[src/rtl/uart_byte_tx.sv]
// uart_byte_tx: byte-wide UART transmitter with RS-485 driver-enable control.
// Frame: optional DE lead bit, start, 8 data bits LSB first, optional parity, 1 or 2 stop bits.
module uart_byte_tx #(
   parameter int CLK_FREQ  = 50000000,
   parameter int BAUD_RATE = 9600,
   parameter int PARITY    = 0,
   parameter int STOP_BITS = 1,
   parameter int DE_LEAD   = 1
) (
   input  logic       clk_in,
   input  logic       rst_in,
   input  logic [7:0] tx_data,
   input  logic       tx_start,
   output logic       tx_state,
   output logic       tx_done,
   output logic       rs485_de,
   output logic       rs232_tx
);

   localparam int          BPS_PARAM = CLK_FREQ / BAUD_RATE;
   localparam logic [15:0] BPS_LAST  = 16'(BPS_PARAM - 1);
   localparam logic        PAR_EN    = (PARITY == 1) || (PARITY == 2);
   localparam logic        PAR_ODD   = (PARITY == 1);
   localparam logic        LEAD_EN   = (DE_LEAD == 1);
   localparam logic [2:0]  STOP_LAST = (STOP_BITS == 2) ? 3'd1 : 3'd0;

   localparam logic [2:0] S_IDLE  = 3'd0;
   localparam logic [2:0] S_LEAD  = 3'd1;
   localparam logic [2:0] S_START = 3'd2;
   localparam logic [2:0] S_DATA  = 3'd3;
   localparam logic [2:0] S_PAR   = 3'd4;
   localparam logic [2:0] S_STOP  = 3'd5;
   localparam logic [2:0] S_END   = 3'd6;

   logic [2:0]  state_q, state_d;
   logic [15:0] cnt_q, cnt_d;
   logic [2:0]  bit_q, bit_d;
   logic [7:0]  data_q, data_d;
   logic        par_q, par_d;
   logic        tx_q, tx_d;
   logic        de_q, de_d;
   logic        busy_q, busy_d;
   logic        done_q, done_d;

   logic        accept;
   logic        bit_end;
   logic        par_calc;
   logic [2:0]  nxt_idx;

   assign accept   = tx_start && !busy_q;
   assign bit_end  = (cnt_q == BPS_LAST);
   assign par_calc = (^tx_data) ^ PAR_ODD;
   assign nxt_idx  = bit_q + 3'd1;

   always_comb begin
      state_d = state_q;
      cnt_d   = cnt_q;
      bit_d   = bit_q;
      data_d  = data_q;
      par_d   = par_q;
      tx_d    = tx_q;
      de_d    = de_q;
      busy_d  = busy_q;
      done_d  = 1'b0;

      if (state_q != S_IDLE && state_q != S_END) begin
         cnt_d = bit_end ? '0 : cnt_q + 16'd1;
      end

      case (state_q)
         // END accepts like IDLE so back-to-back frames need no extra idle cycle
         S_IDLE, S_END: begin
            state_d = S_IDLE;
            tx_d    = 1'b1;
            de_d    = 1'b0;
            if (accept) begin
               data_d  = tx_data;
               par_d   = par_calc;
               busy_d  = 1'b1;
               de_d    = 1'b1;
               cnt_d   = '0;
               bit_d   = '0;
               state_d = LEAD_EN ? S_LEAD : S_START;
               tx_d    = LEAD_EN;
            end
         end
         S_LEAD: begin
            if (bit_end) begin
               state_d = S_START;
               tx_d    = 1'b0;
            end
         end
         S_START: begin
            if (bit_end) begin
               state_d = S_DATA;
               bit_d   = '0;
               tx_d    = data_q[0];
            end
         end
         S_DATA: begin
            if (bit_end) begin
               if (bit_q == 3'd7) begin
                  bit_d = '0;
                  if (PAR_EN) begin
                     state_d = S_PAR;
                     tx_d    = par_q;
                  end else begin
                     state_d = S_STOP;
                     tx_d    = 1'b1;
                  end
               end else begin
                  bit_d = nxt_idx;
                  tx_d  = data_q[nxt_idx];
               end
            end
         end
         S_PAR: begin
            if (bit_end) begin
               state_d = S_STOP;
               bit_d   = '0;
               tx_d    = 1'b1;
            end
         end
         S_STOP: begin
            if (bit_end) begin
               if (bit_q == STOP_LAST) begin
                  state_d = S_END;
                  bit_d   = '0;
                  done_d  = 1'b1;
                  busy_d  = 1'b0;
                  tx_d    = 1'b1;
                  // a request already pending keeps the driver on through END
                  de_d    = tx_start;
               end else begin
                  bit_d = nxt_idx;
               end
            end
         end
         default: begin
            state_d = S_IDLE;
            tx_d    = 1'b1;
            de_d    = 1'b0;
            busy_d  = 1'b0;
         end
      endcase
   end

   always_ff @(posedge clk_in or posedge rst_in) begin
      if (rst_in) begin
         state_q <= S_IDLE;
         cnt_q   <= '0;
         bit_q   <= '0;
         data_q  <= '0;
         par_q   <= 1'b0;
         tx_q    <= 1'b1;
         de_q    <= 1'b0;
         busy_q  <= 1'b0;
         done_q  <= 1'b0;
      end else begin
         state_q <= state_d;
         cnt_q   <= cnt_d;
         bit_q   <= bit_d;
         data_q  <= data_d;
         par_q   <= par_d;
         tx_q    <= tx_d;
         de_q    <= de_d;
         busy_q  <= busy_d;
         done_q  <= done_d;
      end
   end

   assign tx_state = busy_q;
   assign tx_done  = done_q;
   assign rs485_de = de_q;
   assign rs232_tx = tx_q;

endmodule

[config.mk]
export PLATFORM = sky130hd
export DESIGN_NAME = uart_byte_tx
export DESIGN_NICKNAME = d
export VERILOG_FILES = /design/src/rtl/uart_byte_tx.sv
export SDC_FILE = /design/constraint.sdc
export NUM_CORES = 1
export LEC_CHECK = 0
export BUFFER_PORTS_ARGS = -buffer_cell sky130_fd_sc_hd__buf_2
export CAP_MARGIN = 20
export CORE_ASPECT_RATIO = 2
export CORE_MARGIN = 2
export CORE_UTILIZATION = 50
export CTS_CLUSTER_DIAMETER = 50
export CTS_CLUSTER_SIZE = 25
export DETAILED_ROUTE_END_ITERATION = 8
export PLACE_DENSITY = 0.76
export SYNTH_ARGS = -nofsm -noshare
export SYNTH_HDL_FRONTEND = slang
export SYNTH_SLANG_ARGS = --single-unit
[constraint.sdc]
create_clock -name clk_in -period 2.4 [get_ports clk_in]
set_clock_uncertainty 0.15 [all_clocks]
set_input_delay 0.36 -clock clk_in [delete_from_list [all_inputs] [get_ports clk_in]]
set_output_delay 0.36 -clock clk_in [all_outputs]
set_load 0.05 [all_outputs]
==> metrics.md <==
| Metric | Value |
|---|---|
| Post-synth net total | `216` |
| Root Driver | `clkbuf_8` |
| Headroom to the max-slew limit | `0.550` |
| Violated checks | `hold timing` |
| Clock slew at reported path FFs | `0.08 ns` |
| Hold Crit Class | `input pin to async pin` |
| Setup crit end kind | `flip-flop` |
| Cell Count Post-Placement | `269` |
| Syn Area/Cell | `9.47 sq um` |
| Post-DP HPWL | `3030 um` |
| Hold_ws | `-0.00543 ns` |
| Number of global-route vias before repair | `1624` |
| Synth Area in Compound Gates | `0.168` |
| Minimum clock period | `2.29 ns` |
| Tcrit/Tclk final | `0.956` |
| Synth Cell Area | `0.00190 sq mm` |
| Port buffer count | `14` |
| Data required, critical path | `2.47 ns` |
| GRT overflow | `0` |
| Row cnt | `31` |
| Hold Fails Final Rpt | `7` |
| Layout cells sized above 1 | `0.232` |
| Max Root-Sink Buffers | `2` |
| CP Class | `flip-flop to flip-flop` |
| Vias post-DR | `1571` |
| Critical path arrival | `2.37 ns` |
| DR vias/cell | `5.67` |
| # Post-CTS Setup Buffers | `0` |
| Setup WS pre-CTS | `0.0344 ns` |
| VDD IR-drop max | `560 uV` |
| Routed wire length | `4120 um` |
| Largest family of logic cells by synthesized area | `simple AND/OR/NAND/NOR gates` |
| CP Launch Type | `flip-flop` |
| Non-filler instance count after layout | `277` |
| Global-route wire length before repair | `6980 um` |
| Die area | `0.00435 sq mm` |
| IO Pins | `15` |
| Seq/Total Area, Yosys | `0.447` |
| Starting Density | `0.522` |
| CTS tree | `built` |
| Status | `finished, violations left` |
| Clk Latency, worst-skew pair | `0.29 ns` |
| Slew @ Worst Pin | `0.675 ns` |
| Clock Sinks | `34` |
| DR iter-0 viols | `41` |
| Antenna cells | `0` |
| CP max FO | `5` |
| Largest net degree at the start of global routing | `35` |
| Post-Synth Simple-Gate Area | `0.223` |
| Fin. max-slew vios | `0` |
| Die H | `91.3 um` |
| Hold-fix buffers, CTS | `0` |
| Gr usage total | `0.222` |
| H-tree depth | `2` |
| Routed length per instance | `14.9 um` |
| Fmax | `436 MHz` |
| Fin nets | `242` |
| Worst setup margin | `0.105 ns` |
| Routability Congestion | `0.857` |
| Seq cells post-synth | `34` |
| Core box area | `0.00365 sq mm` |
| Max_cap viols | `0` |
| Cells after synthesis | `201` |
| Setup repair after global routing missed its margin | `no` |
| CTS Buf Count | `5` |
| Routed Antenna Nets | `0` |
| Static Leak | `0.00108 uW` |
| PD cells | `580 mW/mm^2` |
| Synth Area in XOR/XNOR | `0.00460` |
| DRC | `0` |
| Area Growth Syn to Fin | `18.1%` |
| Final setup viols | `0` |
| Yosys warnings | `0` |
| DR pass1 iterations | `4` |
| Multiplexer share of the synthesized area | `0.0802` |
| Most frequent cells in the layout | `33 x dfrtp_1, 20 x nand2_1, 16 x a21oi_1` |
| Antenna violations before repair | `0` |
| FILL cells | `320` |
| Most common cell after layout, fill and taps aside | `dfrtp_1` |
| Yosys cell types | `47` |
| Total power | `1310 uW` |
| Die W | `47.6 um` |
| Fin Setup TNS | `0 ns` |
| Synthesized-area fraction occupied by adder cells | `0.0263` |
[per-stage QoR]
step           cell area, sq um  utilization
2_1_floorplan              1900            -
3_3_place_gp               2090        0.574
3_5_place_dp               2090        0.574
4_1_cts                    2240        0.614
5_1_grt                    2250        0.617
6_report                   2250        0.617
[where the power goes]
part           internal, uW  switching [uW]  total, uW
clock network           443             212        656
logic                  29.5            30.5       60.0
registers               582            7.16        590
[kinds of logic after synthesis]
group                      Yosys count
xor gates and xnor gates             1
and+or+nand+nor                     73
AOI/OAI and AO/OA                   53
muxes                               13
adders and majority gates            4
buffers and inverters               23
DFF                                 34
[per-layer routing]
metal / up-vias / GRT usage / routed length (um) / part of all wire
met5: - / 0 / 0 / 0
met1: 764 / 0.226 / 1540 / 0.37
met2: 25 / 0.390 / 2360 / 0.57
li1: 772 / - / - / -
met4: 0 / 0.124 / 134 / 0.033
met3: 10 / 0.0378 / 86 / 0.021
[worst max-delay path: stages (launching register included)]
cell,delay [ns]
dfrtp_1,0.42
ha_1,0.25
ha_4,0.33
mux2i_1,0.19
mux4_2,0.24
a21oi_1,0.06
or3_1,0.33
mux2_2,0.26
[cell type report]
type / instances / area, sq um / share of cell area
multi-input cells: 144 / 970 / 0.431
flip-flops and latches: 34 / 852 / 0.379
repair buffers: 27 / 168 / 0.0745
clock buffers: 6 / 82.6 / 0.0367
well taps: 49 / 61.3 / 0.0273
clock inverters: 2 / 60.1 / 0.0267
inverters: 15 / 56.3 / 0.0250
[timing repair]
item                       4_1_cts  5_1_grt
hold endpoints to repair         0        0
gates resized for setup          0        2
setup endpoints to repair        0        1
[path summary, 6_finish.rpt]
check,start,endpoint,slack [ns],cells past startpoint
max in group asynchronous,rst_in,rs232_tx,1.77,3
min,rst_in,data_q[7],-0.005,3
max,bit_q[0],rs232_tx,0.11,7
max reg2reg,bit_q[0],rs232_tx,0.11,7
min reg2reg,data_q[3],data_q[3],0.36,1
min in group clk_in,tx_data[7],data_q[7],0.15,2
[registers in the layout (all words and copies together) (netlist names)]
signal / count
data_q: 8
tx_state: 1
cnt_q: 16
state_q: 3
rs485_de: 1
rs232_tx: 1
tx_done: 1
bit_q: 3
[synth_stat cells, drive strengths merged]
cell type | instances | share of area
nand3b | 1 | 0.0039
dfrtp | 33 | 0.43
nor3b | 2 | 0.0079
o211ai | 1 | 0.0039
o31ai | 1 | 0.0039
ha | 4 | 0.026
xor2 | 1 | 0.0046
or3 | 8 | 0.026
or2 | 2 | 0.0066
a22oi | 1 | 0.0039
mux2 | 8 | 0.047
inv | 15 | 0.030
a21o | 4 | 0.016
nand2b | 4 | 0.013
and4bb | 1 | 0.0066
nand3 | 9 | 0.024
nand2 | 20 | 0.039
o2bb2ai | 2 | 0.0092
nor2 | 6 | 0.013
nor2b | 3 | 0.0099
a31oi | 5 | 0.016
and3b | 1 | 0.0046
nor4 | 3 | 0.018
o21ai | 16 | 0.042
o21a | 1 | 0.0039
mux4 | 1 | 0.012
a21oi | 16 | 0.042
or3b | 1 | 0.0046
nand4 | 2 | 0.0066
or4b | 2 | 0.014
buf | 2 | 0.0085
a2bb2oi | 1 | 0.0046
and3 | 1 | 0.0033
a22o | 3 | 0.014
clkbuf | 6 | 0.012
dfstp | 1 | 0.014
mux2i | 4 | 0.021
o21bai | 1 | 0.0039
nand4b | 1 | 0.0046
a41oi | 1 | 0.0046
nor3 | 4 | 0.011
and2 | 2 | 0.0066
No activity file was read; power rests on OpenSTA's default activity.
